[config.mk]
export PLATFORM = sky130hd
export DESIGN_NAME = iterative_divider_flat
export DESIGN_NICKNAME = d
export VERILOG_FILES = /design/src/rtl/iterative_divider_if.sv /design/src/rtl/iterative_divider.sv /design/src/flat_wrapper.sv
export SDC_FILE = /design/constraint.sdc
export NUM_CORES = 1
export LEC_CHECK = 0
export ABC_AREA = 1
export CORE_AREA = 10 10 194 196
export DETAILED_ROUTE_END_ITERATION = 6
export DIE_AREA = 0 0 204 206
export GPL_TIMING_DRIVEN = 1
export PLACE_DENSITY_LB_ADDON = 0.25
export SKIP_CTS_REPAIR_TIMING = 1
export SLEW_MARGIN = 20
export SYNTH_ARGS = -nofsm -noshare
export SYNTH_HDL_FRONTEND = slang
export SYNTH_SLANG_ARGS = --single-unit
[constraint.sdc]
create_clock -name clk -period 3.4 [get_ports clk]
set_input_delay 0.34 -clock clk [delete_from_list [all_inputs] [get_ports clk]]
set_output_delay 0.34 -clock clk [all_outputs]
set_load 0.05 [all_outputs]
[src/rtl/iterative_divider_if.sv]
// Start/busy/done handshake and operand/result bundle for iterative_divider.
interface iterative_divider_if #(
  parameter int unsigned WIDTH = 32
);
  logic             start;
  logic             is_signed;
  logic [WIDTH-1:0] a;
  logic [WIDTH-1:0] b;
  logic             busy;
  logic             done;
  logic [WIDTH-1:0] quotient;
  logic [WIDTH-1:0] remainder;
  logic             div_by_zero;

  modport master (
    output start, is_signed, a, b,
    input  busy, done, quotient, remainder, div_by_zero
  );

  modport slave (
    input  start, is_signed, a, b,
    output busy, done, quotient, remainder, div_by_zero
  );
endinterface

[src/rtl/iterative_divider.sv]
// Multi-cycle restoring divider (DIV/DIVU), one quotient bit per clock.
// Optional macro DIV_EARLY_ZERO_EN: a zero divisor skips the iterations.
module iterative_divider #(
  parameter int unsigned WIDTH = 32,
  parameter int unsigned CNT_W = 6
) (
  input  logic                clk,
  input  logic                rst_n,
  iterative_divider_if.slave  dif
);

  typedef enum logic [1:0] {IDLE, ITER, FIX} state_t;

  state_t           state;
  logic [WIDTH-1:0] dq;
  logic [WIDTH-1:0] divisor;
  logic [WIDTH-1:0] rem;
  logic [CNT_W-1:0] cnt;
  logic             op_signed;
  logic             a_neg;
  logic             b_neg;
  logic             b_zero;

  logic             busy_q;
  logic             done_q;
  logic [WIDTH-1:0] quotient_q;
  logic [WIDTH-1:0] remainder_q;
  logic             dbz_q;

  // Operand magnitudes, taken only for signed operations
  logic [WIDTH-1:0] a_mag;
  logic [WIDTH-1:0] b_mag;
  assign a_mag = (dif.is_signed && dif.a[WIDTH-1]) ? -dif.a : dif.a;
  assign b_mag = (dif.is_signed && dif.b[WIDTH-1]) ? -dif.b : dif.b;

  // Shift-in is kept WIDTH+1 wide so large unsigned divisors never lose the top bit
  logic [WIDTH:0] rem_shift;
  logic [WIDTH:0] rem_diff;
  logic           rem_ge;
  assign rem_shift = {rem, dq[WIDTH-1]};
  assign rem_diff  = rem_shift - {1'b0, divisor};
  assign rem_ge    = (rem_shift >= {1'b0, divisor});

  always_ff @(posedge clk or negedge rst_n) begin
    if (!rst_n) begin
      state       <= IDLE;
      dq          <= '0;
      divisor     <= '0;
      rem         <= '0;
      cnt         <= '0;
      op_signed   <= 1'b0;
      a_neg       <= 1'b0;
      b_neg       <= 1'b0;
      b_zero      <= 1'b0;
      busy_q      <= 1'b0;
      done_q      <= 1'b0;
      quotient_q  <= '0;
      remainder_q <= '0;
      dbz_q       <= 1'b0;
    end else begin
      done_q <= 1'b0;
      case (state)
        IDLE: begin
          if (dif.start) begin
            op_signed <= dif.is_signed;
            a_neg     <= dif.a[WIDTH-1];
            b_neg     <= dif.b[WIDTH-1];
            b_zero    <= (dif.b == '0);
            dq        <= a_mag;
            divisor   <= b_mag;
            rem       <= '0;
            cnt       <= CNT_W'(WIDTH - 1);
            busy_q    <= 1'b1;
            state     <= ITER;
`ifdef DIV_EARLY_ZERO_EN
            // |A| parked in rem so FIX's sign rule reproduces the raw dividend
            if (dif.b == '0) begin
              rem   <= a_mag;
              state <= FIX;
            end
`endif
          end
        end
        ITER: begin
          dq  <= {dq[WIDTH-2:0], rem_ge};
          rem <= rem_ge ? rem_diff[WIDTH-1:0] : rem_shift[WIDTH-1:0];
          if (cnt == '0) begin
            state <= FIX;
          end else begin
            cnt <= cnt - CNT_W'(1);
          end
        end
        FIX: begin
          if (b_zero) begin
            quotient_q <= '1;
          end else begin
            quotient_q <= (op_signed && (a_neg != b_neg)) ? -dq : dq;
          end
          remainder_q <= (op_signed && a_neg) ? -rem : rem;
          dbz_q       <= b_zero;
          done_q      <= 1'b1;
          busy_q      <= 1'b0;
          state       <= IDLE;
        end
        default: state <= IDLE;
      endcase
    end
  end

  assign dif.busy        = busy_q;
  assign dif.done        = done_q;
  assign dif.quotient    = quotient_q;
  assign dif.remainder   = remainder_q;
  assign dif.div_by_zero = dbz_q;

endmodule

[src/flat_wrapper.sv]
// flat-port wrapper written by rule: the top's interface ports become plain ports
module iterative_divider_flat 
#(
  parameter int unsigned WIDTH = 32,
  parameter int unsigned CNT_W = 6
)
  (clk, rst_n, dif_start, dif_is_signed, dif_a, dif_b, dif_busy, dif_done, dif_quotient, dif_remainder, dif_div_by_zero);
  iterative_divider_if #(.WIDTH(WIDTH)) dif_i ();
  input  logic clk;
  input  logic rst_n;
  input wire logic [$bits(dif_i.start)-1:0] dif_start;
  input wire logic [$bits(dif_i.is_signed)-1:0] dif_is_signed;
  input wire logic [$bits(dif_i.a)-1:0] dif_a;
  input wire logic [$bits(dif_i.b)-1:0] dif_b;
  output wire logic [$bits(dif_i.busy)-1:0] dif_busy;
  output wire logic [$bits(dif_i.done)-1:0] dif_done;
  output wire logic [$bits(dif_i.quotient)-1:0] dif_quotient;
  output wire logic [$bits(dif_i.remainder)-1:0] dif_remainder;
  output wire logic [$bits(dif_i.div_by_zero)-1:0] dif_div_by_zero;
  assign dif_i.start = dif_start;
  assign dif_i.is_signed = dif_is_signed;
  assign dif_i.a = dif_a;
  assign dif_i.b = dif_b;
  assign dif_busy = dif_i.busy;
  assign dif_done = dif_i.done;
  assign dif_quotient = dif_i.quotient;
  assign dif_remainder = dif_i.remainder;
  assign dif_div_by_zero = dif_i.div_by_zero;
  iterative_divider #(.WIDTH(WIDTH), .CNT_W(CNT_W)) u_core (.clk(clk), .rst_n(rst_n), .dif(dif_i));
endmodule
== Yosys cells after proc, flatten, opt, wreduce, memory -nomap -nowiden ==
Index checks and enable logic that the tools add are counted.
Widths: inputs -> output; s select.
Storage, ports and cells
  flip-flop bits (word level): 175
  input port bits: 68
  output and inout bits: 67
  logic and storage cells: 60
Cells by class
  add/subtract/negate cells: 6
  order comparisons: 1
  equal/unequal tests: 6
  multiplexer cells: 19
  reduce and logical (&&, ||, !) cells: 14
Operators by type and width (number)
  $mux 32: 8
  $neg 32->32: 4
  $pmux 32 s2: 2
  $ge 33x32->1: 1
  $logic_not 32->1: 1
  $sub 32x32->32: 1
  $mux 6: 2
  $pmux 6 s2: 1
  $reduce_and 2->1: 4
  $logic_not 6->1: 1
  $sub 6x1->6 const B: 1
  $logic_and 1x1->1: 4
  $mux 2: 2
  $ne 2x2->1 const B: 2
  $pmux 2 s2: 1
  $reduce_bool 2->1: 2
  $reduce_and 3->1: 1
  $eq 2x1->1 const B: 1
  $eq 2x2->1 const B: 1
  $logic_not 2->1: 1
  $mux 1: 2
  $ne 2x1->1 const B: 1
  $pmux 1 s2: 1
  $ne 1x1->1: 1

== Depth between registers and ports, before layout ==
Gate-level depths: netlist of run 1.
  word-level depth: 4
  gate-level depth with buffers: 16
  mapped depth without buffers: 16

== Least setup slack after synthesis of run 1 ==
No wires, ideal clock.
  kind: reg-to-reg
  from: reg u_core.dq[31]
  to: reg u_core.rem[16]
  library setup time: 0.117 ns
  arrival time: 1.825 ns
  data required time: 3.283 ns
  setup slack: 1.458 ns
  cell stages (with the launch flop): 15
  buffers on the path: 0
  period minus slack after synthesis: 1.942 ns
  path through: dfrtp_1 > inv_1 > ha_1 > inv_1 > fa_1 > nand3_1 > nand3_1 > nand2_1 > nand2_1 > nand3_1 > nand2_1 > xor2_1 > nand2_1 > nand3_1 > nand2_1
On the way
  word-level cells in the longest chain between the ends: 3
  elaborated cells between the ends (all ways): 4
  those cells by class: 1 x add/sub; 1 x order compare; 2 x mux
Ends and longest elaborated chain
  start: declaration: line iterative_divider.sv:15  | logic [WIDTH-1:0] dq;
  start signal: assignment: line iterative_divider.sv:69  | dq <= a_mag;
  start signal: assignment: line iterative_divider.sv:85  | dq <= {dq[WIDTH-2:0], rem_ge};
  $sub 32x32->32 / $ge 33x32->1 (equally long branches): line iterative_divider.sv:41, iterative_divider.sv:42
  $mux 32 *: line iterative_divider.sv:86  | rem <= rem_ge ? rem_diff[WIDTH-1:0] : rem_shift[WIDTH-1:0];
  $pmux 32 s2 *: line iterative_divider.sv:62  | case (state)
  end signal: assignment: line iterative_divider.sv:86
  end: declaration: line iterative_divider.sv:17  | logic [WIDTH-1:0] rem;
Mark *: on every way between the ends. The rest lies on a longest branch, timed or not.
A chain may end at the register's enable or synchronous reset.

== Worst setup path after layout of run 1 ==
  from: reg u_core.rem[22]
  to: reg u_core.rem[31]
On the way
  word-level cells in the longest chain between the ends: 3
  elaborated cells between the ends (all ways): 4
  those cells by class: 1 x add/sub; 1 x order compare; 2 x mux
Ends and longest elaborated chain (line)
  $sub 32x32->32 / $ge 33x32->1 (equally long branches): iterative_divider.sv:41, iterative_divider.sv:42
  $mux 32 *: iterative_divider.sv:86
  $pmux 32 s2 *: iterative_divider.sv:62
Marked as above.

==> results.yml, run 1 <==
synthesis:
  syn_avg_cell_area_um2: 6.494
  yosys.area_share.simple_pct: 37.65
  synthMuxAreaShare_pct: 0
  netlist_area_mm2: 0.01334
  synth-compound-area-share_pct: 10.14
  netlist_top_cells_count: "nand2_1, inv_1, nand3_1"
  synth_top_cell_by_area: "dfrtp_1"
  synth_top_area_share_pct: 32.83
  yosysUniqueCellTypes: 46
  synthMostInstantiatedCell: "nand2_1"
  synth_xor_area_share_pct: 4.793
  synth.net_count: 2161
  yosysWarnings: 0
  synth_seq_cells: 175
  synth_top_family_by_area: "simple AND/OR/NAND/NOR gates"
  syn_inst: 2054
  synth_seq_area_share_pct: 32.83
  synth_ff_type: "dfrtp_1"
  async_reset_ff_share_pct: 100.0
  synthAdderAreaFrac_pct: 3.714
  yosys-top-cells-area: "dfrtp_1, nand2_1, inv_1"
  synth_edf_count: 0
power_and_ir_drop:
  leakagePower_nw: 7.915
  vdd_ir_drop_max_v: 0.0004831
  combPwrFrac_pct: 65.0
  p_seq_share_pct: 23.8
  power.density_mw_per_mm2: 1121
  p_sw_share_pct: 54.83
  clkPwrFrac_pct: 11.2
  intPower_w: 0.007957
  switchingPower_w: 0.009657
cells_and_area:
  nNetsFinal: 2274
  stdcell_area_mm2: 0.01572
  regArea_mm2: 0.004379
  synthToLayoutAreaGrowth_pct: 17.84
  drive_gt1_share_pct: 5.596
  nFillCells: 3551
  fin_cells: 2635
  multi_input_area_mm2: 0.007530
  diodes: 0
sta:
  whs_ns: 0.4567
  hold_viol_final: 0
  setup_tns_ns: 0
  fmax_ghz: 0.3726
  rsz0062_at_grt: "false"
  finalSetupViolations: 0
  post-route-period-util_pct: 78.93
  fin_skew_ns: 0.009991
  timing.slew.headroom_pct: 50.42
  worst_pin_slew_ns: 0.7437
  report.final.slew_viol_count: 0
  min_period_ns: 2.684
route:
  routedWlPerCell_um: 16.01
  routed_wl_mm: 42.19
  vias: 13254
  antenna_left: 0
  first_pass_iters: 5
  vias_per_cell: 5.030
  drt_first_iter_violations: 1086
  drc: 0
place:
  hpwl_mm: 33.40
  dp_cells: 2602
  finalWeightedCongestion: 0.9261
  numPortBuffers: 134
  placed_cell_area_mm2: 0.01513
clocking:
  clk_pin_slew_ns: 0.08
  htreeDepth: 4
  clock_latency_ns: 0.45
  clock-sinks: 175
  cts_tree: "yes"
  clock-root-buffer: "clkbuf_16"
  cts_buffer_depth: 2
  numCtsBuffers: 17
floorplan:
  die_w_um: 204
  initial_core_util_pct: 39.29
  die_height_um: 206
  rows: 68
  die_area_mm2: 0.04202
  coreArea_mm2: 0.03395
  ios: 135
worst_setup_path:
  cp-start-kind: "register"
  crit_top_cell: "nand2_1"
  reg2reg_to: "u_core.rem[31]"
  reg2reg_from: "u_core.rem[22]"
  crit_type: "register to register"
  r2r_slack_ns: 0.72
  cp.required_ns: 3.74
  cp-end-kind: "register"
  critPathArrivalTime_ns: 3.02
  crit_slowest_cell: "dfrtp_1"
  path_max_fanout: 33
  rr_worst_depth: 12
  path_cells: "ha_1 > nand2_1 > nor2_1 > nand2_1 > nor2_1 > nand2_1 > nand2_2 > nor2_4 > nand2_4 > nand2_1 > nand3_1 > nand2_1"
  slowest_delay_ns: 0.52
grt:
  grt_use_total_pct: 19.93
  grt_max_degree: 68
  grt_pass1_vias: 12508
  antenna_found_initial: 0
  globalRouteOverflowTotal: 0
  grt_pass1_wl_mm: 67.50
outcome:
  status: "finished clean"
job:
  max_cap_violations: 0
hold_path:
  hold_class: "input pin to asynchronous set/reset pin"
## state kept, by name, summed over array words and instances, names as in the netlist
signal,count
u_core.a_neg,1
u_core.b_neg,1
u_core.b_zero,1
u_core.cnt,6
u_core.dif.busy,1
u_core.dif.div_by_zero,1
u_core.dif.done,1
u_core.dif.quotient,32
u_core.dif.remainder,32
u_core.divisor,32
u_core.dq,32
u_core.op_signed,1
u_core.rem,32
u_core.state,2
## power groups by stage
| stage | logic [W] | clock network (W) | registers [W] |
|---|---|---|---|
| 6_report | 0.0114 | 0.00197 | 0.00420 |
| 5_1_grt | 0.0129 | 0.00211 | 0.00431 |
| 4_1_cts | 0.0114 | 0.00202 | 0.00416 |
| 3_5_place_dp | 0.0113 | 0 | 0.00420 |
| 3_3_place_gp | 0.0112 | 0 | 0.00416 |
| 2_1_floorplan | 0.00755 | 0 | 0.00476 |
## routing by layer
metal  GRT usage, %  part of all wire, %  vias up
met5              0                    0        -
met4          5.263                  1.8        0
met3          2.978                  6.0       39
met2          28.29                   41      361
met1          30.47                   51     6069
li1               -                    -     6785
## cell families (layout without fill, tap and decap cells)
family	Yosys count	count (layout)
AO/OA/AOI/OAI	235	235
XOR/XNOR	73	73
adder cells (fa/ha/maj)	39	39
buffers and inverters	366	492
flip-flops	175	175
AND/OR/NAND/NOR	1166	1166
## worst max-delay path, delay by kind of cell (launching register included)
kind / cells / cell delay [ns]
flops: 1 / 0.52
simple gates: 11 / 1.59
fa+ha+maj: 1 / 0.46
## worst max-delay path by stage
stage / slack, ns / end / startpoint
6_report: 0.72 / u_core.rem[31] / u_core.rem[22]
5_1_grt: 0.48 / u_core.rem[31] / u_core.rem[22]
4_1_cts: 0.74 / u_core.rem[31] / u_core.rem[22]
3_5_place_dp: 0.76 / u_core.rem[31] / u_core.rem[22]
3_3_place_gp: 0.76 / u_core.rem[0] / u_core.rem[22]
2_1_floorplan: 1.46 / u_core.rem[16] / u_core.dq[31]
## final cells by class
| type | instances | share of cell area, % |
|---|---|---|
| Timing Repair Buffer | 153 | 9.624 |
| Sequential cell | 175 | 27.86 |
| Multi-Input combinational cell | 1513 | 47.90 |
| Tap cell | 455 | 3.622 |
| Inverter | 307 | 7.331 |
| Clock buffer | 17 | 2.706 |
| Clock inverter | 15 | 0.9552 |
## layout by cell type (no fill, tap or decap), types with 6 or more instances in the layout
cell type / Yosys / final
dfrtp_1: 175 / 175
ha_1: 38 / 38
o21ai_0: 94 / 94
xor2_1: 53 / 53
a31oi_1: 22 / 22
nand2_1: 623 / 623
nor2_4: 4 / 6
nand3b_1: 11 / 11
xnor2_1: 20 / 20
o211ai_1: 9 / 9
or2_2: 16 / 16
nand4_1: 31 / 31
a21oi_1: 47 / 47
nor2_2: 9 / 7
and2_1: 7 / 7
nor3_1: 30 / 29
nand2_2: 17 / 17
nand3_1: 202 / 201
inv_1: 295 / 294
clkdlybuf4s50_1: 0 / 133
buf_4: 6 / 16
a22oi_1: 29 / 29
nor2_1: 201 / 201
nor3_2: 6 / 7
o21ai_1: 14 / 14
inv_2: 11 / 12
clkbuf_16: 0 / 17
## through the flow
step	util, %	worst slack [ns]	power [W]
2_1_floorplan	-	1.458	0.01231
3_3_place_gp	44.58	0.7612	0.01540
3_5_place_dp	44.58	0.7634	0.01555
4_1_cts	46.27	0.7350	0.01758
5_1_grt	46.30	0.4845	0.01933
6_report	46.30	0.7163	0.01761
Power figures use the tool's default switching activity.
==> run 2, diff against run 1 <==
clock period = 2.3 ns   (was 3.4 ns; I/O delays follow)
==> results.yml, run 2 (same netlist as run 1, synthesis figures left out) <==
power_and_ir_drop:
  leakagePower_nw: 8.403
  power.density_mw_per_mm2: 1700
  p_sw_share_pct: 52.96
  clkPwrFrac_pct: 10.9
  finalPower_w: 0.02840
  vdd_ir_drop_max_v: 0.0007818
  intPower_w: 0.01336
  switchingPower_w: 0.01504
  combPwrFrac_pct: 68.2
  p_seq_share_pct: 20.9
sta:
  timing.slew.headroom_pct: 61.39
  report.final.slew_viol_count: 0
  rsz0062_at_grt: "false"
  post-route-period-util_pct: 95.57
  fin_skew_ns: 0.01060
  setup_tns_ns: 0
  hold_viol_final: 0
  layout_setup_ws_ns: 0.1019
  worst_pin_slew_ns: 0.5792
  fmax_ghz: 0.4549
  finalSetupViolations: 0
  min_period_ns: 2.198
clocking:
  clk_pin_slew_ns: 0.08
  clock-sinks: 175
  cts_tree: "yes"
  cts_buffer_depth: 2
  clock-root-buffer: "clkbuf_16"
  clock_latency_ns: 0.46
  numCtsBuffers: 17
  htreeDepth: 4
worst_setup_path:
  cp-start-kind: "register"
  cp.required_ns: 2.65
  critPathArrivalTime_ns: 2.55
  cp-end-kind: "register"
  path_max_fanout: 14
  crit_type: "register to register"
cells_and_area:
  regArea_mm2: 0.004383
  synthToLayoutAreaGrowth_pct: 25.20
  nNetsFinal: 2364
  diodes: 0
  nFillCells: 3445
  final_core_util_pct: 49.20
  layout_common_cells: "nand2_1, inv_1, nand3_1"
  mostFrequentLayoutCell: "nand2_1"
  drive_gt1_share_pct: 10.70
  multi_input_area_mm2: 0.007699
floorplan:
  coreArea_mm2: 0.03395
  initial_core_util_pct: 39.29
  die_area_mm2: 0.04202
  rows: 68
  ios: 135
  die_w_um: 204
  die_height_um: 206
place:
  finalWeightedCongestion: 0.9170
  hpwl_mm: 35.09
  place_ws_ns: -0.07129
  numPortBuffers: 134
hold_path:
  hold_class: "input pin to asynchronous set/reset pin"
route:
  vias_per_cell: 5.079
  antenna_left: 0
  vias: 13839
  drc: 0
  routedWlPerCell_um: 16.23
  drt_first_iter_violations: 1156
  first_pass_iters: 6
  routed_wl_mm: 44.23
grt:
  grt_use_total_pct: 20.74
  grt_pass1_wl_mm: 69.83
  globalRouteOverflowTotal: 0
  grt_max_degree: 67
  antenna_found_initial: 0
  grt_pass1_vias: 12892
job:
  max_cap_violations: 0
outcome:
  status: "finished clean"
-- run 2: critical path: stages, from the launching register on --
cell and delay, ns:
dfrtp_1 0.45, ha_1 0.40, nand2_1 0.09, nor2_1 0.17
nand2_1 0.12, nor2_2 0.17, nand2_1 0.09, nand2_2 0.08
nor2_4 0.05, nand2_4 0.11, buf_12 0.14, nand2_1 0.08
nand3_1 0.07, nand2_1 0.05
-- run 2: routing by layer --
| metal | GRT usage, % | vias up | share of wire, % |
|---|---|---|---|
| met3 | 3.448 | 44 | 6.8 |
| met2 | 29.77 | 467 | 41 |
| met1 | 31.43 | 6354 | 50 |
| li1 | - | 6974 | - |
| met4 | 4.893 | 0 | 1.5 |
| met5 | 0 | - | 0 |
-- run 2: final timing paths --
| path | startpoint | endpoint | slack, ns | cells after the start |
|---|---|---|---|---|
| max in group asynchronous | rst_n | u_core.rem[7] | 1.24 | 3 |
| min in group clk | dif_a[31] | u_core.a_neg | 0.38 | 3 |
| min reg2reg | u_core.dif.remainder[27] | u_core.dif.remainder[27] | 0.48 | 2 |
| max | u_core.rem[20] | u_core.rem[11] | 0.10 | 13 |
| min | rst_n | u_core.dif.quotient[18] | 0.32 | 2 |
| max reg2reg | u_core.rem[20] | u_core.rem[11] | 0.10 | 13 |
-- run 2: cell type report --
class	count	share of cell area [%]
Sequential cell	175	26.24
Timing Repair Buffer	243	13.63
Clock buffer	17	2.547
Tap cell	455	3.409
Multi-Input combinational cell	1513	46.10
Inverter	307	6.900
Clock inverter	15	1.176
-- run 2: power by group through the flow --
stage | clock [W] | sequential, W | combinational, W
floorplan | 0 | 0.00703 | 0.0112
global placement | 0 | 0.00584 | 0.0184
detailed placement | 0 | 0.00589 | 0.0186
CTS | 0.00317 | 0.00584 | 0.0187
global route | 0.00329 | 0.00609 | 0.0215
finish | 0.00309 | 0.00594 | 0.0194
-- run 2: metrics by stage --
stage | area, um2 | hold slack (ns) | std cells
6_report | 16700 | 0.3168 | 2725
5_1_grt | 16700 | 0.3588 | 2725
4_1_cts | 16510 | -0.2643 | 2724
3_5_place_dp | 15880 | 0.2234 | 2692
3_3_place_gp | 15880 | 0.2139 | 2692
2_1_floorplan | 13340 | -0.06559 | 2054
==> run 3, diff against run 2 <==
ABC_AREA = unset   (was 1)
CORE_AREA = 10 10 190 192   (was 10 10 194 196)
DIE_AREA = 0 0 200 202   (was 0 0 204 206)
SKIP_LAST_GASP = 1   (was unset)
==> results.yml, run 3 <==
cells_and_area:
  nFillCells: 2995
  synthToLayoutAreaGrowth_pct: 50.40
  mostFrequentLayoutCell: "buf_4"
  drive_gt1_share_pct: 27.96
  nNetsFinal: 1811
  stdcell_area_mm2: 0.01675
  layout_common_cells: "buf_4, nand2_1, dfrtp_1"
  fin_cells: 2161
place:
  placed_cell_area_mm2: 0.01504
  hpwl_mm: 26.44
  place_ws_ns: -0.6535
  dp_cells: 2104
  numPortBuffers: 134
  finalWeightedCongestion: 0.8785
sta:
  hold_viol_final: 0
  fin_skew_ns: 0.01455
  layout_setup_ws_ns: -0.6682
  fmax_ghz: 0.3369
  min_period_ns: 2.968
  rsz0062_at_grt: "true"
  post-route-period-util_pct: 129.1
  worst_pin_slew_ns: 0.6582
  finalSetupViolations: 53
  report.final.slew_viol_count: 0
  timing.slew.headroom_pct: 56.12
worst_setup_path:
  cp-start-kind: "register"
  path_max_fanout: 4
  cp.required_ns: 2.62
  crit_type: "register to register"
  cp-end-kind: "register"
  critPathArrivalTime_ns: 3.29
  r2r_slack_ns: -0.67
grt:
  globalRouteOverflowTotal: 0
  grt_max_degree: 93
  grt_pass1_vias: 10310
  grt_use_total_pct: 16.63
  antenna_found_initial: 1
  grt_pass1_wl_mm: 54.39
clocking:
  cts_tree: "yes"
  clock_latency_ns: 0.44
  htreeDepth: 4
  cts_buffer_depth: 2
  clk_pin_slew_ns: 0.08
  clock-sinks: 175
  numCtsBuffers: 17
  clock-root-buffer: "clkbuf_16"
synthesis:
  synth_seq_area_share_pct: 39.32
  synthMostInstantiatedCell: "nand2_1"
  synth_edf_count: 0
  synthMuxAreaShare_pct: 1.809
  synth_seq_cells: 175
  netlist_area_mm2: 0.01114
  yosysUniqueCellTypes: 64
  netlist_top_cells_count: "nand2_1, dfrtp_1, o21ai_0"
  synthAdderAreaFrac_pct: 4.448
  synth_top_area_share_pct: 39.32
  synth-compound-area-share_pct: 21.95
  synth_top_cell_by_area: "dfrtp_1"
  yosys-top-cells-area: "dfrtp_1, o21ai_0, xor2_1"
  synth_xor_area_share_pct: 11.64
  yosys.area_share.simple_pct: 16.48
  syn_avg_cell_area_um2: 8.432
  synth_top_family_by_area: "compound AO/OA/AOI/OAI gates"
  synth.net_count: 1428
  synth_ff_type: "dfrtp_1"
  yosysWarnings: 0
  syn_inst: 1321
  async_reset_ff_share_pct: 100.0
outcome:
  status: "complete, but fails checks"
  violations: "setup timing"
power_and_ir_drop:
  leakagePower_nw: 7.306
  power.density_mw_per_mm2: 1667
  vdd_ir_drop_max_v: 0.0009124
route:
  routed_wl_mm: 35.51
  drt_first_iter_violations: 554
  vias: 10877
  routedWlPerCell_um: 16.43
  first_pass_iters: 6
  drc: 0
  antenna_left: 0
  vias_per_cell: 5.033
floorplan:
  initial_core_util_pct: 34.50
  die_height_um: 202
  coreArea_mm2: 0.03229
  die_w_um: 200
  die_area_mm2: 0.04040
  ios: 135
  rows: 66
job:
  max_cap_violations: 0
hold_path:
  hold_class: "input pin to register"
## run 3: cell count changes in the layout (fill, tap and decap cells not counted), moves of 16 or more
cell and change:
nor2_1 -98, o21ai_1 +23, a21oi_1 +43, xnor2_1 +44, nand4_1 -25, nand2_1 -447, xor2_1 +25, buf_4 +170
a21o_1 +18, or2_2 -16, o21ai_0 +22, nand3_1 -189, buf_6 +18, inv_1 -243
## run 3: report_power, final
part           total [W]  switching (W)  internal (W)
Clock            0.00290        0.00141       0.00149
Sequential       0.00554        0.00115       0.00439
Combinational     0.0195         0.0100       0.00947
Total             0.0279         0.0126        0.0153
## run 3: kinds of logic (layout without fill, tap and decap cells)
| kind of cell | count (synthesis) | after routing |
|---|---|---|
| compound gates | 409 | 409 |
| xor+xnor | 148 | 148 |
| fa+ha+maj | 39 | 39 |
| buf+inv | 129 | 524 |
| flops | 175 | 175 |
| mux | 20 | 20 |
| other cells | 0 | 2 |
| simple gates | 401 | 402 |
## run 3: metal layers
layer	share of wire [%]	vias to the layer above	global-route usage, %
met1	50	5182	24.66
met2	45	243	24.56
met4	1.3	0	3.949
met5	0	-	0
met3	4.4	26	2.559
li1	-	5426	-
## run 3: final cells by class
type                            instances  area, um2  area share, %
Inverter                               61      229.0          1.367
Clock inverter                         13      123.9         0.7394
Antenna cell                            2      5.005        0.02988
Multi-Input combinational cell       1018       7236          43.19
Sequential cell                       175       4383          26.16
Timing Repair Buffer                  431       3770          22.50
Tap cell                              442      553.0          3.301
Clock buffer                           19      452.9          2.704
## run 3: critical path, cell delays in order, from the launching register on
cell and delay [ns]:
dfrtp_1 0.38, or4_4 0.53, or4_4 0.43, nand2b_4 0.16
or3_4 0.33, or3_4 0.37, nor4_4 0.27, a21oi_1 0.15
xnor2_1 0.16, o21ai_1 0.07
## run 3: path summary, 6_finish.rpt
path | startpoint | endpoint | cells past startpoint
setup / recovery | u_core.rem[8] | u_core.dif.remainder[27] | 9
hold / removal | dif_b[5] | u_core.divisor[5] | 4
setup reg to reg | u_core.rem[8] | u_core.dif.remainder[27] | 9
hold reg to reg | u_core.dif.remainder[16] | u_core.dif.remainder[16] | 2
max in group asynchronous | rst_n | u_core.dif.quotient[6] | 3
min in group asynchronous | rst_n | u_core.divisor[27] | 2
## run 3: metrics by stage
stage | power, W | util (%) | hold WS (ns) | TNS [ns]
after global placement | 0.02172 | 46.57 | 0.2780 | -29.22
final | 0.02792 | 51.88 | 0.2416 | -21.27
after CTS | 0.02499 | 48.35 | -0.1888 | -23.30
after global routing | 0.02991 | 51.88 | 0.2470 | -27.62
after floorplan | 0.01555 | - | -0.06559 | -16.87
after detailed placement | 0.02201 | 46.57 | 0.2840 | -31.61
==> RTL change 1, RTL diff (settings of run 3) <==
Encoding of `state_t`: now one-hot (3 bits for 3 states).
--- a/src/rtl/iterative_divider.sv
+++ b/src/rtl/iterative_divider.sv
@@ -10,5 +10,5 @@
 );
 
-  typedef enum logic [1:0] {IDLE, ITER, FIX} state_t;
+  typedef enum logic [2:0] {IDLE = 3'b001, ITER = 3'b010, FIX = 3'b100} state_t;
 
   state_t           state;
Behaviour: no difference found for any inputs over 10 cycles, from zero or initial values and one cycle with rst_n low; not proved beyond that.
==> RTL change 1 against run 3 <==
The run still ends with setup timing left. Global-route usage is 0.31 points higher. First-iteration DRC count is 5.8% higher. Synthesized cell count is 1.3% lower. Cell area is 2.3% lower. Critical path depth is 4 higher. Clock skew is 0.0024 ns lower. Core utilization is 1.2 points lower. Clock power hardly changed. Routed wire length hardly changed. Setup slack better by 0.10 ns. Sequential cell count is 1 higher. Synthesized area hardly changed. Total power is 7.0% lower. Critical endpoint is now u_core.rem[26].
==> RTL change 1: results (changes against run 3) <==
| Metric | Value |
|---|---|
| Synthesized area per cell | 8.54 um^2 (was 8.43 um^2) |
| Final WS setup | -0.565 ns (was -0.668 ns) |
| Post-synthesis compound-gate area fraction | 21.6% (was 22.0%) |
| First-pass GRT wire length | 55000 um (was 54400 um) |
| Layout cells sized above 1 | 25.8% (was 28.0%) |
| FF-to-FF path depth | 13 (was 9) |
| Total detailed-routing wirelength | 35500 um (about the same) |
| Final nets | 1778 (was 1811) |
| Internal Pwr Total | 14.2 mW (was 15.3 mW) |
| Most frequent cells after synthesis | nand2_1, dfrtp_1, o21ai_0, nor2_1, a21oi_1 (was nand2_1, dfrtp_1, o21ai_0, a21oi_1, nor2_1) |
| Post-DP HPWL | 26600 um (was 26400 um) |
| Maximum vdd drop | 1.36 mV (was 0.912 mV) |
| Antenna violations before repair | 0 (was 1) |
| Status | finished with violations (unchanged) |
| Synth Area in XOR/XNOR | 11.7% (was 11.6%) |
| Min-delay worst type | in -> async (was in -> reg) |
| Mapped Nets | 1411 (was 1428) |
| Sw power | 11.8 mW (was 12.6 mW) |
| TNS Setup | -18.49 ns (was -21.27 ns) |
| Wl on met1 | 17200 um (was 17700 um) |
| Total GRT Usage | 16.9% (was 16.6%) |
| Synth top area cells | dfrtp_1, o21ai_0, nand2_1, xnor2_1, xor2_1 (was dfrtp_1, o21ai_0, xor2_1, nand2_1, xnor2_1) |
| R2R Path End | u_core.rem[26] (was u_core.dif.remainder[27]) |
| Comb group | 18.3 mW (was 19.5 mW) |
| Pre-CTS WS | -0.660 ns (was -0.654 ns) |
| Finished Layout Cells | 2125 (was 2161) |
| Sequential share of the synthesized area | 39.6% (was 39.3%) |
| CP max stage cell | dfrtp_1 (was or4_4) |
| Antenna Cells | 0 (was 2) |
| Worst r2r src | u_core.dq[31] (was u_core.rem[8]) |
| Final setup violation count | 63 (was 53) |
| Failing checks | setup timing (unchanged) |
| Clock skew | 0.0122 ns (was 0.0145 ns) |
| GP Congestion | 0.919 (was 0.879) |
## RTL change 1: changes by cell type in the layout (fill, tap and decap cells not counted), moves of 9 or more
cell and change:
o21ai_0 +17, o22ai_1 -16, a2bb2oi_2 -9, xnor2_1 +10
buf_4 -18, o21ai_1 -22, xor2_1 -10
## RTL change 1: cell type report
class	instances	area, um^2
clock buffer	17	425
clock inverter	14	149
fill	3033	15900
inverter	59	221
multi-input combinational	1008	7040
sequential	176	4410
tap	442	553
timing repair buffer	409	3580
## RTL change 1: worst max-delay path by stage
stage                              from              to
after floorplan           u_core.dq[31]  u_core.rem[30]
after global placement    u_core.dq[31]  u_core.rem[30]
after detailed placement  u_core.dq[31]  u_core.rem[30]
after CTS                 u_core.dq[31]  u_core.rem[30]
after global routing      u_core.dq[31]  u_core.rem[26]
final                     u_core.dq[31]  u_core.rem[26]
## RTL change 1: routing by layer
metal	track usage [%]	up-vias
met5	0	-
met4	4.22	0
met3	2.67	30
met2	25.5	260
met1	24.6	5046
li1	-	5303
==> RTL change 2, RTL diff (config.mk and constraints of run 3) <==
Without the edit above. The option `DIV_EARLY_ZERO_EN` is turned on by a define.
--- a/src/rtl/iterative_divider.sv
+++ b/src/rtl/iterative_divider.sv
@@ -1,4 +1,6 @@
 // Multi-cycle restoring divider (DIV/DIVU), one quotient bit per clock.
 // Optional macro DIV_EARLY_ZERO_EN: a zero divisor skips the iterations.
+`define DIV_EARLY_ZERO_EN
+
 module iterative_divider #(
   parameter int unsigned WIDTH = 32,
Formal check against the unedited RTL: not equivalent (a bounded check fails within 4 cycles, from zero or initial values and one cycle with rst_n low).
==> RTL change 2 against run 3 <==
The flow still finishes with violations (setup timing). Sequential cell count stayed put. Cell area is 7.4% higher. Via count is 14% higher. Largest cell class unchanged. Final cell count is 7.3% higher. Total power is 38% lower. Worst hold slack better by 0.019 ns. First-iteration DRC count is 67% higher. Setup slack better by 0.073 ns. Synthesized area is 4.3% higher. Count of clock-buffer cells in the layout stayed put. Routed wire length is 25% higher.
==> RTL change 2: results (changes against run 3) <==
| Metric | Value |
|---|---|
| Fillers | 2970 (was 2995) |
| Sequential share of the synthesized area | 37.7% (was 39.3%) |
| DP Area | 16300 um^2 (was 15000 um^2) |
| Final nets | 1971 (was 1811) |
| Adder-Cell Fraction of Synth Area | 4.27% (was 4.45%) |
| Fraction of area in clock buffers and inverters | 3.42% (was 3.44%) |
| Clock share of power | 18.2% (was 10.4%) |
| Slew headroom | 54.1% (was 56.1%) |
| Final WS setup | -0.596 ns (was -0.668 ns) |
| Antenna violations before repair | 0 (was 1) |
| Vias | 12400 (was 10900) |
| Sequential portion of the cell area | 24.4% (was 26.2%) |
| Clock skew | 0.0158 ns (was 0.0145 ns) |
| Inverters | 59 (was 61) |
| Drt first-iter violations | 926 (was 554) |
| #MultiIn Comb | 1099 (was 1018) |
| Mapped Nets | 1517 (was 1428) |
| Most frequent cells after synthesis | nand2_1, dfrtp_1, o21ai_0, a21oi_1, nor2_1 (unchanged) |
| Antenna Cells | 0 (was 2) |
| Total GRT Usage | 21.1% (was 16.6%) |
| Status | finished with violations (unchanged) |
| Worst Path Arrival | 3.28 ns (was 3.29 ns) |
| Internal Pwr Total | 10.4 mW (was 15.3 mW) |
| Unique masters post-synth | 71 (was 64) |
| TNS Setup | -19.36 ns (was -21.27 ns) |
| Post-synthesis compound-gate area fraction | 23.3% (was 22.0%) |
| Seq. pwr | 3.91 mW (was 5.54 mW) |
| WL per Instance | 19.1 um (was 16.4 um) |
| Pre-CTS WS | -0.815 ns (was -0.654 ns) |
| Final setup violation count | 54 (was 53) |
| Leak | 7.72 nW (was 7.31 nW) |
| Longest Clk Path Bufs | 2 (unchanged) |
| Signal buffers | 512 (was 431) |
| Synth top area cells | dfrtp_1, o21ai_0, nand2_1, xnor2_1, a21oi_1 (was dfrtp_1, o21ai_0, xor2_1, nand2_1, xnor2_1) |
| WHS | 0.260 ns (was 0.242 ns) |
| Layout cells sized above 1 | 32.5% (was 28.0%) |
| Synth Area in XOR/XNOR | 11.1% (was 11.6%) |
| Failing checks | setup timing (unchanged) |
| Design area | 18000 um^2 (was 16800 um^2) |
| Non-clk buf share | 24.7% (was 22.5%) |
| GP Congestion | 0.980 (was 0.879) |
| Footprint of the multi-input gates | 7780 um^2 (was 7240 um^2) |
| CP max stage cell | or4_4 (unchanged) |
| Post-DP HPWL | 34200 um (was 26400 um) |
| Maximum vdd drop | 0.726 mV (was 0.912 mV) |
| Largest net degree at the start of global routing | 67 (was 93) |
| Clk_lat worst skew | 0.46 ns (was 0.44 ns) |
| First-pass GRT wire length | 67200 um (was 54400 um) |
| Crit path max fanout | 3 (was 4) |
[RTL change 2: metrics by stage]
step                      std cells  total power [mW]
after global placement         2253              12.3
after CTS                      2285              15.7
final                          2319              17.4
after global routing           2319              18.3
after detailed placement       2253              12.5
after floorplan                1410              8.63
[RTL change 2: layer usage]
layer | global-route usage, % | vias to the layer above | share of wire [%]
met4 | 5.49 | 0 | 1.6
met1 | 28.7 | 5933 | 45
met2 | 33.8 | 452 | 47
met5 | 0 | - | 0
li1 | - | 5927 | -
met3 | 3.61 | 52 | 6.5
[RTL change 2: final timing paths]
path / start / to / cells past startpoint
worst max register to register: u_core.dq[9] / u_core.dif.quotient[31] / 10
worst min register to register: u_core.dif.div_by_zero / u_core.dif.div_by_zero / 2
max in group asynchronous: rst_n / u_core.dq[20] / 3
min in group asynchronous: rst_n / u_core.divisor[19] / 2
worst min-delay path: dif_b[13] / u_core.divisor[13] / 4
worst max-delay path: u_core.dq[9] / u_core.dif.quotient[31] / 10
